[src/rtl/mem_if_pkg.sv]
// Shared encodings for the CPU-side memory initiator: transfer sizes,
// error codes and the handshake sequencer states.
package mem_if_pkg;

  localparam logic [1:0] SZ_BYTE    = 2'b00;
  localparam logic [1:0] SZ_HALF    = 2'b01;
  localparam logic [1:0] SZ_ILLEGAL = 2'b10;
  localparam logic [1:0] SZ_WORD    = 2'b11;

  localparam logic [1:0] ERR_NONE     = 2'b00;
  localparam logic [1:0] ERR_MISALIGN = 2'b01;
  localparam logic [1:0] ERR_SIZE     = 2'b10;
  localparam logic [1:0] ERR_TIMEOUT  = 2'b11;

  typedef enum logic [1:0] {
    IDLE,
    SETUP,
    ACTIVE,
    RELEASE
  } state_t;

  function automatic logic isMisaligned(input logic [1:0] size, input logic [1:0] addrLo);
    return ((size == SZ_WORD) && (addrLo != 2'b00)) || ((size == SZ_HALF) && addrLo[0]);
  endfunction

endpackage

[src/rtl/mem_access_initiator_if.sv]
// Request/response bundle between control unit, initiator and ram512x8.
// master = initiator view, slave = control unit plus RAM view.
interface mem_access_initiator_if #(
  parameter int unsigned ADDR_W = 9
);
  logic              req;
  logic              reqWrite;
  logic [ADDR_W-1:0] reqAddr;
  logic [31:0]       reqWData;
  logic [1:0]        reqSize;
  logic              reqSigned;
  logic              busy;
  logic              done;
  logic              err;
  logic [1:0]        errCode;
  logic [31:0]       rdata;
  logic              memFuncActive;
  logic              readWrite;
  logic [ADDR_W-1:0] address;
  logic [31:0]       dataIn;
  logic [1:0]        dataSize;
  logic [31:0]       dataOut;
  logic              memFuncComplete;

  modport master (
    input  req, reqWrite, reqAddr, reqWData, reqSize, reqSigned,
    output busy, done, err, errCode, rdata,
    output memFuncActive, readWrite, address, dataIn, dataSize,
    input  dataOut, memFuncComplete
  );

  modport slave (
    output req, reqWrite, reqAddr, reqWData, reqSize, reqSigned,
    input  busy, done, err, errCode, rdata,
    input  memFuncActive, readWrite, address, dataIn, dataSize,
    output dataOut, memFuncComplete
  );
endinterface

[src/rtl/load_extender.sv]
// Right-justified load data extension: halfword/byte are sign- or
// zero-extended to 32 bits, words pass through.
module load_extender
  import mem_if_pkg::*;
(
  input  logic [31:0] dataOut,
  input  logic [1:0]  size,
  input  logic        signExt,
  output logic [31:0] extData
);

  always_comb begin
    extData = dataOut;
    case (size)
      SZ_HALF: extData = {{16{signExt & dataOut[15]}}, dataOut[15:0]};
      SZ_BYTE: extData = {{24{signExt & dataOut[7]}}, dataOut[7:0]};
      default: extData = dataOut;
    endcase
  end

endmodule

[src/rtl/mem_access_initiator.sv]
// Single-request load/store initiator for the ram512x8 level handshake.
// Every output is a register, so RAM-side controls never glitch.
module mem_access_initiator
  import mem_if_pkg::*;
#(
  parameter int unsigned ADDR_W         = 9,
  parameter int unsigned TIMEOUT_CYCLES = 15
) (
  input logic                    Clk,
  input logic                    Reset_n,
  mem_access_initiator_if.master bus
);

  localparam int unsigned CNT_W = $clog2(TIMEOUT_CYCLES + 1);
  localparam logic [CNT_W-1:0] CNT_LAST = CNT_W'(TIMEOUT_CYCLES);

  state_t            stateQ, stateD;
  logic [CNT_W-1:0]  cntQ, cntD;
  logic              busyQ, busyD;
  logic              doneQ, doneD;
  logic              errQ, errD;
  logic [1:0]        errCodeQ, errCodeD;
  logic [31:0]       rdataQ, rdataD;
  logic              activeQ, activeD;
  logic              rwQ, rwD;
  logic [ADDR_W-1:0] addrQ, addrD;
  logic [31:0]       dataInQ, dataInD;
  logic [1:0]        sizeQ, sizeD;
  logic              signedQ, signedD;
  logic [31:0]       extData;

  load_extender uExt (
    .dataOut (bus.dataOut),
    .size    (sizeQ),
    .signExt (signedQ),
    .extData (extData)
  );

  always_comb begin
    stateD   = stateQ;
    cntD     = cntQ;
    errD     = errQ;
    errCodeD = errCodeQ;
    rdataD   = rdataQ;
    rwD      = rwQ;
    addrD    = addrQ;
    dataInD  = dataInQ;
    sizeD    = sizeQ;
    signedD  = signedQ;

    case (stateQ)
      IDLE: begin
        if (bus.req) begin
          signedD  = bus.reqSigned;
          errD     = 1'b0;
          errCodeD = ERR_NONE;
          if (bus.reqSize == SZ_ILLEGAL) begin
            stateD   = RELEASE;
            errD     = 1'b1;
            errCodeD = ERR_SIZE;
          end else if (isMisaligned(bus.reqSize, bus.reqAddr[1:0])) begin
            stateD   = RELEASE;
            errD     = 1'b1;
            errCodeD = ERR_MISALIGN;
          end else begin
            // RAM-side fields only move on a legal request, one cycle ahead of activation
            stateD  = SETUP;
            rwD     = bus.reqWrite;
            addrD   = bus.reqAddr;
            sizeD   = bus.reqSize;
            dataInD = bus.reqWrite ? bus.reqWData : '0;
          end
        end
      end
      SETUP: stateD = ACTIVE;
      ACTIVE: begin
        cntD = cntQ + CNT_W'(1);
        if (bus.memFuncComplete) begin
          stateD = RELEASE;
          if (!rwQ) rdataD = extData;
        end else if (cntD == CNT_LAST) begin
          stateD   = RELEASE;
          errD     = 1'b1;
          errCodeD = ERR_TIMEOUT;
        end
      end
      RELEASE: begin
        stateD = IDLE;
        cntD   = '0;
      end
      default: stateD = IDLE;
    endcase

    // Status outputs are registered copies of the upcoming state
    busyD   = (stateD != IDLE);
    doneD   = (stateD == RELEASE);
    activeD = (stateD == ACTIVE);
  end

  always_ff @(posedge Clk or negedge Reset_n) begin
    if (!Reset_n) begin
      stateQ   <= IDLE;
      cntQ     <= '0;
      busyQ    <= 1'b0;
      doneQ    <= 1'b0;
      errQ     <= 1'b0;
      errCodeQ <= ERR_NONE;
      rdataQ   <= '0;
      activeQ  <= 1'b0;
      rwQ      <= 1'b0;
      addrQ    <= '0;
      dataInQ  <= '0;
      sizeQ    <= '0;
      signedQ  <= 1'b0;
    end else begin
      stateQ   <= stateD;
      cntQ     <= cntD;
      busyQ    <= busyD;
      doneQ    <= doneD;
      errQ     <= errD;
      errCodeQ <= errCodeD;
      rdataQ   <= rdataD;
      activeQ  <= activeD;
      rwQ      <= rwD;
      addrQ    <= addrD;
      dataInQ  <= dataInD;
      sizeQ    <= sizeD;
      signedQ  <= signedD;
    end
  end

  assign bus.busy          = busyQ;
  assign bus.done          = doneQ;
  assign bus.err           = errQ;
  assign bus.errCode       = errCodeQ;
  assign bus.rdata         = rdataQ;
  assign bus.memFuncActive = activeQ;
  assign bus.readWrite     = rwQ;
  assign bus.address       = addrQ;
  assign bus.dataIn        = dataInQ;
  assign bus.dataSize      = sizeQ;

endmodule

[src/flat_wrapper.sv]
// flat-port wrapper written by rule: the top's interface ports become plain ports
module mem_access_initiator_flat import mem_if_pkg::*;
#(
  parameter int unsigned ADDR_W         = 9,
  parameter int unsigned TIMEOUT_CYCLES = 15
)
  (Clk, Reset_n, bus_req, bus_reqWrite, bus_reqAddr, bus_reqWData, bus_reqSize, bus_reqSigned, bus_busy, bus_done, bus_err, bus_errCode, bus_rdata, bus_memFuncActive, bus_readWrite, bus_address, bus_dataIn, bus_dataSize, bus_dataOut, bus_memFuncComplete);
  mem_access_initiator_if #(.ADDR_W(ADDR_W)) bus_i ();
  input logic Clk;
  input logic Reset_n;
  input wire logic [$bits(bus_i.req)-1:0] bus_req;
  input wire logic [$bits(bus_i.reqWrite)-1:0] bus_reqWrite;
  input wire logic [$bits(bus_i.reqAddr)-1:0] bus_reqAddr;
  input wire logic [$bits(bus_i.reqWData)-1:0] bus_reqWData;
  input wire logic [$bits(bus_i.reqSize)-1:0] bus_reqSize;
  input wire logic [$bits(bus_i.reqSigned)-1:0] bus_reqSigned;
  output wire logic [$bits(bus_i.busy)-1:0] bus_busy;
  output wire logic [$bits(bus_i.done)-1:0] bus_done;
  output wire logic [$bits(bus_i.err)-1:0] bus_err;
  output wire logic [$bits(bus_i.errCode)-1:0] bus_errCode;
  output wire logic [$bits(bus_i.rdata)-1:0] bus_rdata;
  output wire logic [$bits(bus_i.memFuncActive)-1:0] bus_memFuncActive;
  output wire logic [$bits(bus_i.readWrite)-1:0] bus_readWrite;
  output wire logic [$bits(bus_i.address)-1:0] bus_address;
  output wire logic [$bits(bus_i.dataIn)-1:0] bus_dataIn;
  output wire logic [$bits(bus_i.dataSize)-1:0] bus_dataSize;
  input wire logic [$bits(bus_i.dataOut)-1:0] bus_dataOut;
  input wire logic [$bits(bus_i.memFuncComplete)-1:0] bus_memFuncComplete;
  assign bus_i.req = bus_req;
  assign bus_i.reqWrite = bus_reqWrite;
  assign bus_i.reqAddr = bus_reqAddr;
  assign bus_i.reqWData = bus_reqWData;
  assign bus_i.reqSize = bus_reqSize;
  assign bus_i.reqSigned = bus_reqSigned;
  assign bus_busy = bus_i.busy;
  assign bus_done = bus_i.done;
  assign bus_err = bus_i.err;
  assign bus_errCode = bus_i.errCode;
  assign bus_rdata = bus_i.rdata;
  assign bus_memFuncActive = bus_i.memFuncActive;
  assign bus_readWrite = bus_i.readWrite;
  assign bus_address = bus_i.address;
  assign bus_dataIn = bus_i.dataIn;
  assign bus_dataSize = bus_i.dataSize;
  assign bus_i.dataOut = bus_dataOut;
  assign bus_i.memFuncComplete = bus_memFuncComplete;
  mem_access_initiator #(.ADDR_W(ADDR_W), .TIMEOUT_CYCLES(TIMEOUT_CYCLES)) u_core (.Clk(Clk), .Reset_n(Reset_n), .bus(bus_i));
endmodule
[config.mk]
export PLATFORM = sky130hd
export DESIGN_NAME = mem_access_initiator_flat
export DESIGN_NICKNAME = d
export VERILOG_FILES = /design/src/rtl/mem_if_pkg.sv /design/src/rtl/mem_access_initiator_if.sv /design/src/rtl/load_extender.sv /design/src/rtl/mem_access_initiator.sv /design/src/flat_wrapper.sv
export SDC_FILE = /design/constraint.sdc
export NUM_CORES = 1
export LEC_CHECK = 0
export ABC_AREA = 0
export ABC_CLOCK_PERIOD_IN_PS = 2250
export CORE_MARGIN = 2
export CORE_UTILIZATION = 40
export CTS_CLUSTER_DIAMETER = 80
export DETAILED_ROUTE_END_ITERATION = 8
export PLACE_DENSITY = 0.79
export SLEW_MARGIN = 40
export SYNTH_ARGS = -nofsm -noshare
export SYNTH_HDL_FRONTEND = slang
export SYNTH_SLANG_ARGS = --single-unit
[constraint.sdc]
create_clock -name Clk -period 2.25 [get_ports Clk]
set_clock_uncertainty 0.05 [all_clocks]
set_input_delay 0.45 -clock Clk [delete_from_list [all_inputs] [get_ports Clk]]
set_output_delay 0.45 -clock Clk [all_outputs]
set_load 0.01 [all_outputs]
# == Word level (Yosys, flattened, before mapping) ==
# Cells that the tools add are included.
# op_classes
n_addsub,1
n_mul,0
div_mod_pow,0
n_lt_le_gt_ge,0
eq_ne,13
shift,0
mux,21
bitwise_logic,5
reduce_logical,13
# ops
op,count
one-hot mux 32 bit (2 select lines),1
2-to-1 mux 32 bit,1
2-to-1 mux 2 bit,9
"== test 2 bit, second input constant",6
one-hot mux 2 bit (4 select lines),1
one-hot mux 4 bit (2 select lines),1
AND reduction 4 bit,2
nonzero test 2 bit,4
"== test 2 x 1 -> 1 bit, second input constant",3
2-to-1 mux 1 bit,6
"adder 4 x 1 -> 4 bit, second input constant",1
"== test 4 bit, second input constant",1
zero test 2 bit,2
"!= test 2 bit, second input constant",2
one-hot mux 2 bit (2 select lines),1
inverter 1 bit,3
AND reduction 3 bit,1
bitwise AND 1 bit,2
logical AND 1 bit,2
"!= test 2 x 1 -> 1 bit, second input constant",1
one-hot mux 1 bit (2 select lines),1
AND reduction 2 bit,1
logical OR 1 bit,1
# word_totals
regBits,89
latch_bits,0
ramBits,0
rom_bits,0
output_inout_bits,82
memories,0

# == Longest topological paths before layout ==
# Gate-level depths: netlist of the first run.
# logic_depth
word_depth,8
ltp_mapped,9

# == Modules after synthesis ==
# A second synthesis of the first run with hierarchy kept.
# unflattened
hier_cells,373
hier_area_um2,4030.1
# by_module_without_submodules
mod,n_inst,cells_per_inst,area_per_inst_um2,seq_area_each_um2
mem_access_initiator,1,307,3642.2,2227.1
load_extender,1,66,387.9,0.0

# == Worst setup path after synthesis of the first run ==
# OpenSTA, ideal clock, no wires.
# synth_path
path_type,reg2reg
start,reg u_core.stateQ[0]
end,reg u_core.addrQ[0] (netlist: u_core.bus.address[0])
setup_ns,0.125
arrival_time_ns,1.536
required_ns,2.075
slack_ns,0.539
path_stages_with_launch,8
n_path_buf,2
path_cell_list,dfrtp_1 > inv_1 > ha_1 > buf_4 > nand2_2 > a211o_1 > buf_6 > mux2_4
# synth_via
elab_chain_cells,2
# synth_lines
element,line_no,text
"start, declared",mem_access_initiator.sv:17,"state_t stateQ, stateD;"
"start signal, assigned",mem_access_initiator.sv:116,stateQ <= stateD;
zero test 2 bit,mem_access_initiator.sv:51,case (stateQ)
AND reduction 4 bit (no source line),n/a,
"end signal, assigned",mem_access_initiator.sv:125,addrQ <= addrD;
"end, declared",mem_access_initiator.sv:26,"logic [ADDR_W-1:0] addrQ, addrD;"
# No other way between the ends.
# A chain may end at the register's enable or synchronous reset.

# == Worst setup path in the final report of the first run ==
# layout_path
start,reg u_core.stateQ[0]
end,reg u_core.addrQ[3] (netlist: u_core.bus.address[3])
# Same word-level chain as after synthesis.

==> reports/qor.csv, run 1 <==
stage,metric,value,unit
setup_path,critical path class,reg2reg,
setup_path,Worst setup SP type,flop,
synthesis,Synth cell types,36,
floorplanning,Starting Density,0.4148,
grt,GRT Util Overall,0.1787,
grt,largest net degree at the start of global routing,55,
floorplanning,die area,0.01043,mm2
cts,Worst-path clk slew,90,ps
cts,hold_buf cts,0,
power,P per Cell Area,1300,mW/mm2
floorplanning,Die Wd,102.1,um
grt,first-pass GRT wire length,14490,um
power,Lkg Pwr,2.518,nW
setup_path,Worst EP arrival,2250,ps
placed_design,"Cell Area, Placed",0.005640,mm2
placed_design,PortBufs,162,
cts,clk sink count,89,
layout,most frequent cells in the layout,"clkdlybuf4s50_1, dfrtp_1, nand2_1",
synthesis,asr flop ratio synth,1.000,
layout,ant diodes,0,
sta,Setup TNS,0,ps
synthesis,Cells after Synth,366,
grt,initial antenna violation count,0,
sta,f_max,484.3,MHz
cts,postcts setup bufs,0,
sta,fin crit share,0.9178,
setup_path,WP data required,2430,ps
placed_design,post-DP HPWL,7142,um
routing,wire length per cell,14.29,um
layout,fin util,0.6280,
placed_design,placed insts,645,
outcome,outcome,"finished, final reports clean",
setup_path,Crit path largest cell delay,430,ps
setup_path,crit path cell chain,"inv_1, ha_1, nand2_2, a211o_2, buf_12, mux2_4",
cts,CTS tree,done,
synthesis,Yosys reg bits,89,
layout,"most common cell after layout, fill and taps aside",clkdlybuf4s50_1,
power,Pwr Total,7.577,mW
floorplanning,Die Y,102.1,um
sta,Slew HR,0.6364,
routing,Routed Antenna Nets,0,
sta,Setup WS post-layout,185.0,ps
grt,grt ovf,0,
layout,Post-Layout Cell Count,661,
floorplanning,io pins,163,
synthesis,"Net Count, Synth",452,
layout,layout cells sized above 1,0.1184,
sta,max-slew violations,0,
routing,final WL,9444,um
routing,DRT iter0 DRCs,93,
synthesis,"EDFF count, synth",0,
layout,nets@finish,613,
sta,hold slack,44.91,ps
sta,RSZ-0062 raised after global routing,false,
placed_design,Setup WS pre-CTS,83.58,ps
routing,vias post-DR,3181,
cts,Clock Tree Root,clkbuf_8,
floorplanning,Std-Cell Rows,35,
worst_hold_path,HP Class,in2async,
setup_path,Slowest cell on crit path,dfrtp_1,
sta,worst slew pin tran,531.6,ps
synthesis,register area share after synthesis,0.5783,
setup_path,Critical Path Sink Type,flop,
setup_path,worst r2r src,u_core.stateQ[0],
synthesis,"Primary FF master, synth",dfrtp_1,
grt,vias in the first global route,3087,
placed_design,placer congestion estimate,0.8582,
routing,DR vias/cell,4.812,
layout,area grow syn2layout,51.40,%
cts,Max Buffers Root-to-Sink,2,
routing,router iterations before antenna repair,5,
routing,drt drc,0,
synthesis,mapped cell area,0.003851,mm2
cts,htree depth,3,
sta,Final setup violation count,0,
cts,post-cts sizing count,0,
setup_path,WP buf/inv,2,
sta,final hold vios,0,
setup_path,Top Family by Delay on Critical Path,flip-flops,
synthesis,Syn Area/Cell,10.52,um2
setup_path,crit path max fanout,54,
flow_run,Max Cap Viol,0,
layout,fin area,0.005831,mm2
power,peak supply drop,0.6352,mV
cts,Skew-Pair Late Insertion Delay,340,ps
sta,final critical-path required period,2065,ps
setup_path,crit path from,u_core.stateQ[0],
cts,CTS Buf Count,9,
floorplanning,core area,0.009284,mm2
synthesis,warnings from Yosys,0,
==> sequential cells by signal (all words and copies together) (netlist names), 2 cells and up <==
name / flops
u_core.stateQ: 2
u_core.bus.errCode: 2
u_core.bus.dataSize: 2
u_core.bus.address: 9
u_core.bus.rdata: 32
u_core.cntQ: 4
u_core.bus.dataIn: 32
==> power by group <==
| group | total, mW | internal [mW] | switching, mW |
|---|---|---|---|
| sequential | 2.86 | 2.37 | 0.492 |
| combinational | 3.68 | 2.10 | 1.58 |
| clock | 1.04 | 0.468 | 0.570 |
==> area by class of cell <==
type	instances	area, um2
Tap cell	129	161.4
Fill cell	744	3453
Multi-Input combinational cell	243	1451
Sequential cell	89	2227
Clock buffer	11	151.4
Timing Repair Buffer	175	1767
Inverter	9	33.78
Clock inverter	5	38.79
==> Yosys cell counts (all sizes together) (2+ instances only) <==
cell type / instances / area share
nor2: 32 / 0.031
nor2b: 2 / 0.0032
ha: 5 / 0.016
o21a: 3 / 0.0058
mux2i: 2 / 0.0052
inv: 9 / 0.0088
a31oi: 8 / 0.013
dfrtp: 89 / 0.58
a211oi: 2 / 0.0039
a221oi: 3 / 0.0068
xor2: 2 / 0.0045
nand2: 68 / 0.067
a311oi: 3 / 0.0068
a21oi: 33 / 0.043
clkbuf: 11 / 0.011
nor3: 3 / 0.0039
xnor2: 3 / 0.0068
nand3: 2 / 0.0026
a211o: 2 / 0.0045
o21ai: 41 / 0.061
mux2: 21 / 0.073
buf: 14 / 0.028
==> layer usage <==
metal,GRT usage,part of all wire,up-vias
met5,0,0,-
met4,0.06564,0.017,0
met3,0.04104,0.073,14
met2,0.2910,0.46,141
met1,0.2350,0.45,1468
li1,-,-,1558
==> kinds of logic (layout without fill, tap and decap cells) <==
| group | after synthesis | count (layout) | share of synthesized area |
|---|---|---|---|
| buf+inv | 34 | 200 | 0.04711 |
| compound gates | 97 | 97 | 0.1491 |
| mux | 23 | 23 | 0.07830 |
| fa+ha+maj | 5 | 5 | 0.01624 |
| simple gates | 113 | 113 | 0.1196 |
| flops | 89 | 89 | 0.5783 |
| xor+xnor | 5 | 5 | 0.01137 |
==> worst paths after layout <==
path	to	slack, ps	cells after the start
min	u_core.bus.memFuncActive	40	1
max reg2reg	u_core.bus.address[3]	190	6
min in group Clk	u_core.bus.dataIn[6]	440	2
max	u_core.bus.address[3]	190	6
min reg2reg	u_core.bus.dataIn[6]	440	2
max in group asynchronous	u_core.bus.dataIn[26]	1470	2
Power figures use the tool's default switching activity.
==> run 2, diff against run 1 <==
Settings changed: CAP_MARGIN from default to 20.
==> results of run 2 <==
The final DEF is identical to that of run 1; final timing and power are the same.
==> run 3, diff against run 2 <==
Settings changed: ABC_AREA 0 to 1.
==> reports/qor.csv, run 3 <==
stage,metric,value,unit,change
synthesis,"Net Count, Synth",518,,was 452
grt,largest net degree at the start of global routing,69,,was 55
setup_path,Worst EP arrival,1470,ps,was 2250 ps
sta,worst slew pin tran,598.5,ps,was 531.6 ps
cts,Worst-path clk slew,90,ps,about the same
synthesis,post-synth top area share,0.5766,,was 0.5783
placed_design,post-DP HPWL,7518,um,was 7142 um
floorplanning,Die Y,102.3,um,was 102.1 um
synthesis,mapped cell area,0.003862,mm2,was 0.003851 mm2
setup_path,WP buf/inv,1,,was 2
power,peak supply drop,0.4567,mV,was 0.6352 mV
cts,post-cts sizing count,0,,unchanged
synthesis,Synth cell types,26,,was 36
synthesis,most numerous cell in the Yosys netlist,nand2_1,,was dfrtp_1
layout,"most common cell after layout, fill and taps aside",clkdlybuf4s50_1,,unchanged
cts,Skew-Pair Late Insertion Delay,350,ps,was 340 ps
synthesis,post-synthesis adder-cell area fraction,0.01620,,was 0.01624
power,Seq pwr share,0.374,,was 0.378
routing,final WL,10420,um,was 9444 um
layout,Post-Layout Cell Count,723,,was 661
synthesis,main combinational cell family by area after synthesis,simple AND/OR/NAND/NOR gates,,was compound AO/OA/AOI/OAI gates
synthesis,complex-gate fraction of the synthesized area,0.1263,,was 0.1491
setup_path,crit path max fanout,4,,was 54
routing,vias post-DR,3536,,"was 3,181"
cts,Clock Tree Root,clkbuf_8,,unchanged
sta,Slew HR,0.6004,,was 0.6364
routing,wire length per cell,14.41,um,was 14.29 um
sta,final hold vios,0,,unchanged
outcome,outcome,"finished, final reports clean",,unchanged
power,Sw Ratio,0.3590,,was 0.3487
cts,clk sink count,89,,unchanged
sta,f_max,508.4,MHz,was 484.3 MHz
floorplanning,core area,0.009284,mm2,unchanged
synthesis,proportion of synthesized area in mux cells,0,,was 0.07830
setup_path,critical path class,reg2out,,was reg2reg
placed_design,PortBufs,162,,unchanged
synthesis,Post-synth top cells,"nand2_1, dfrtp_1, o21ai_0",,"was dfrtp_1, nand2_1, a21oi_1, o21ai_0, nor2_1"
sta,Final setup violation count,0,,unchanged
sta,Setup TNS,0,ps,unchanged
grt,grt ovf,0,,unchanged
sta,fin crit share,0.8741,,was 0.9178
synthesis,register area share after synthesis,0.5766,,was 0.5783
synthesis,Syn Area/Cell,8.941,um2,was 10.52 um2
setup_path,Critical Path Sink Type,output pin,,was flop
placed_design,placed insts,706,,was 645
power,Pwr Total,7.236,mW,was 7.577 mW
synthesis,warnings from Yosys,0,,unchanged
cts,CTS Buf Count,9,,unchanged
routing,DR vias/cell,4.891,,was 4.812
power,combinational share of power,0.456,,was 0.485
floorplanning,io pins,163,,unchanged
flow_run,Max Cap Viol,0,,unchanged
routing,drt drc,0,,unchanged
floorplanning,Std-Cell Rows,35,,unchanged
placed_design,placer congestion estimate,0.8602,,was 0.8582
power,Int Power,4.638,mW,was 4.935 mW
power,Net Switching,2.598,mW,was 2.642 mW
setup_path,Top Family by Delay on Critical Path,buffers and inverters,,was flip-flops
sta,RSZ-0062 raised after global routing,false,,unchanged
layout,most frequent cells in the layout,"clkdlybuf4s50_1, nand2_1, dfrtp_1",,"was clkdlybuf4s50_1, dfrtp_1, nand2_1"
synthesis,dominant cell type by area after synthesis,dfrtp_1,,unchanged
routing,Routed Antenna Nets,0,,unchanged
synthesis,synth top area cells,"dfrtp_1, nand2_1, o21ai_0",,"was dfrtp_1, nand2_1, mux2_4"
synthesis,Simple-Gate Fraction of Synth Area,0.2122,,was 0.1196
sta,final critical-path required period,1967,ps,was 2065 ps
synthesis,asr flop ratio synth,1.000,,unchanged
cts,Max Buffers Root-to-Sink,2,,unchanged
grt,vias in the first global route,3465,,"was 3,087"
sta,max-slew violations,0,,unchanged
cts,CTS tree,done,,unchanged
synthesis,Cells after Synth,432,,was 366
floorplanning,Starting Density,0.4160,,was 0.4148
grt,GRT Util Overall,0.2021,,was 0.1787
setup_path,Crit path largest cell delay,610,ps,was 430 ps
layout,ant diodes,0,,unchanged
layout,area grow syn2layout,50.73,%,was 51.40%
power,P per Cell Area,1243,mW/mm2,was 1300 mW/mm2
cts,htree depth,3,,unchanged
layout,# fillers,806,,was 744
floorplanning,die area,0.01046,mm2,was 0.01043 mm2
setup_path,WP data required,1750,ps,was 2430 ps
setup_path,Worst setup SP type,flop,,unchanged
synthesis,Yosys reg bits,89,,unchanged
floorplanning,Die Wd,102.3,um,was 102.1 um
synthesis,"Primary FF master, synth",dfrtp_1,,unchanged
routing,DRT iter0 DRCs,107,,was 93
power,Clock Power Share,0.169,,was 0.137
setup_path,crit path cell chain,clkdlybuf4s50_1,,"was inv_1, ha_1, nand2_2, a211o_2, buf_12, mux2_4"
synthesis,post-synthesis xor/xnor area fraction,0,,was 0.01137
setup_path,Slowest cell on crit path,clkdlybuf4s50_1,,was dfrtp_1
synthesis,"EDFF count, synth",0,,unchanged
grt,first-pass GRT wire length,16480,um,"was 14,490 um"
power,Lkg Pwr,2.746,nW,was 2.518 nW
layout,nets@finish,675,,was 613
layout,layout cells sized above 1,0.05892,,was 0.1184
worst_hold_path,HP Class,reg2reg,,was in2async
grt,initial antenna violation count,0,,unchanged
routing,router iterations before antenna repair,6,,was 5
-- run 3: changes by cell type after synthesis, moves of 8 or more --
cell / delta
o21ai_2: -8
nor2_1: -19
a31oi_1: -8
o21ai_1: +16
nand2_1: +60
a21oi_1: -16
mux2_2: -9
o21ai_0: +14
mux2_4: -12
inv_1: +23
nand3_1: +35
o22ai_1: +9
-- run 3: cells by family after synthesis --
group	count (synthesis)
flops	89
buf+inv	58
compound gates	92
fa+ha+maj	5
simple gates	188
-- run 3: power groups by stage --
stage | sequential (mW) | combinational [mW] | clock (mW)
after floorplan | 2.97 | 1.29 | 0
after global placement | 2.70 | 3.24 | 0
after detailed placement | 2.73 | 3.33 | 0
after CTS | 2.72 | 3.34 | 1.26
after global routing | 2.80 | 3.65 | 1.32
final | 2.71 | 3.30 | 1.22
-- run 3: final cells by class --
| cell class | instances | area, um2 | share of cell area |
|---|---|---|---|
| clock inverters | 6 | 91.34 | 0.01569 |
| repair buffers | 170 | 1707 | 0.2931 |
| multi-input cells | 285 | 1370 | 0.2353 |
| inverters | 34 | 127.6 | 0.02192 |
| well taps | 129 | 161.4 | 0.02772 |
| clock buffers | 10 | 137.6 | 0.02364 |
| flip-flops and latches | 89 | 2227 | 0.3825 |
-- run 3: final timing paths --
kind	from	endpoint	slack [ps]	cells after the start
worst max-delay path	u_core.bus.dataSize[1]	bus_dataSize[1]	280	1
min in group asynchronous	Reset_n	u_core.bus.rdata[6]	480	2
worst max register to register	u_core.stateQ[0]	u_core.bus.rdata[19]	420	7
worst min-delay path	u_core.bus.rdata[4]	u_core.bus.rdata[4]	430	2
worst min register to register	u_core.bus.rdata[4]	u_core.bus.rdata[4]	430	2
max in group asynchronous	Reset_n	u_core.bus.dataIn[7]	1010	3
-- run 3: per-layer routing --
metal	GRT usage	part of all wire	up-vias	routed length, um
li1	-	-	1721	-
met1	0.2521	0.42	1639	4404
met2	0.3411	0.47	161	4913
met3	0.04856	0.088	15	918
met4	0.07795	0.017	0	182
met5	0	0	-	0
-- run 3: through the flow --
step / area (um2) / utilization / setup slack [ps] / hold slack [ps]
after global routing: 5822 / 0.6271 / 224.2 / 464.4
after CTS: 5822 / 0.6271 / 258.3 / 431.2
after detailed placement: 5583 / 0.6013 / 198.5 / 317.8
after floorplan: 3862 / - / 754.3 / 104.4
after global placement: 5583 / 0.6013 / 289.9 / 310.5
final: 5822 / 0.6271 / 283.2 / 429.4
-- run 3: timing repair --
action,4_1_cts,5_1_grt
hold buffers,1,0
setup buffers,0,0
hold endpoints to repair,21,0
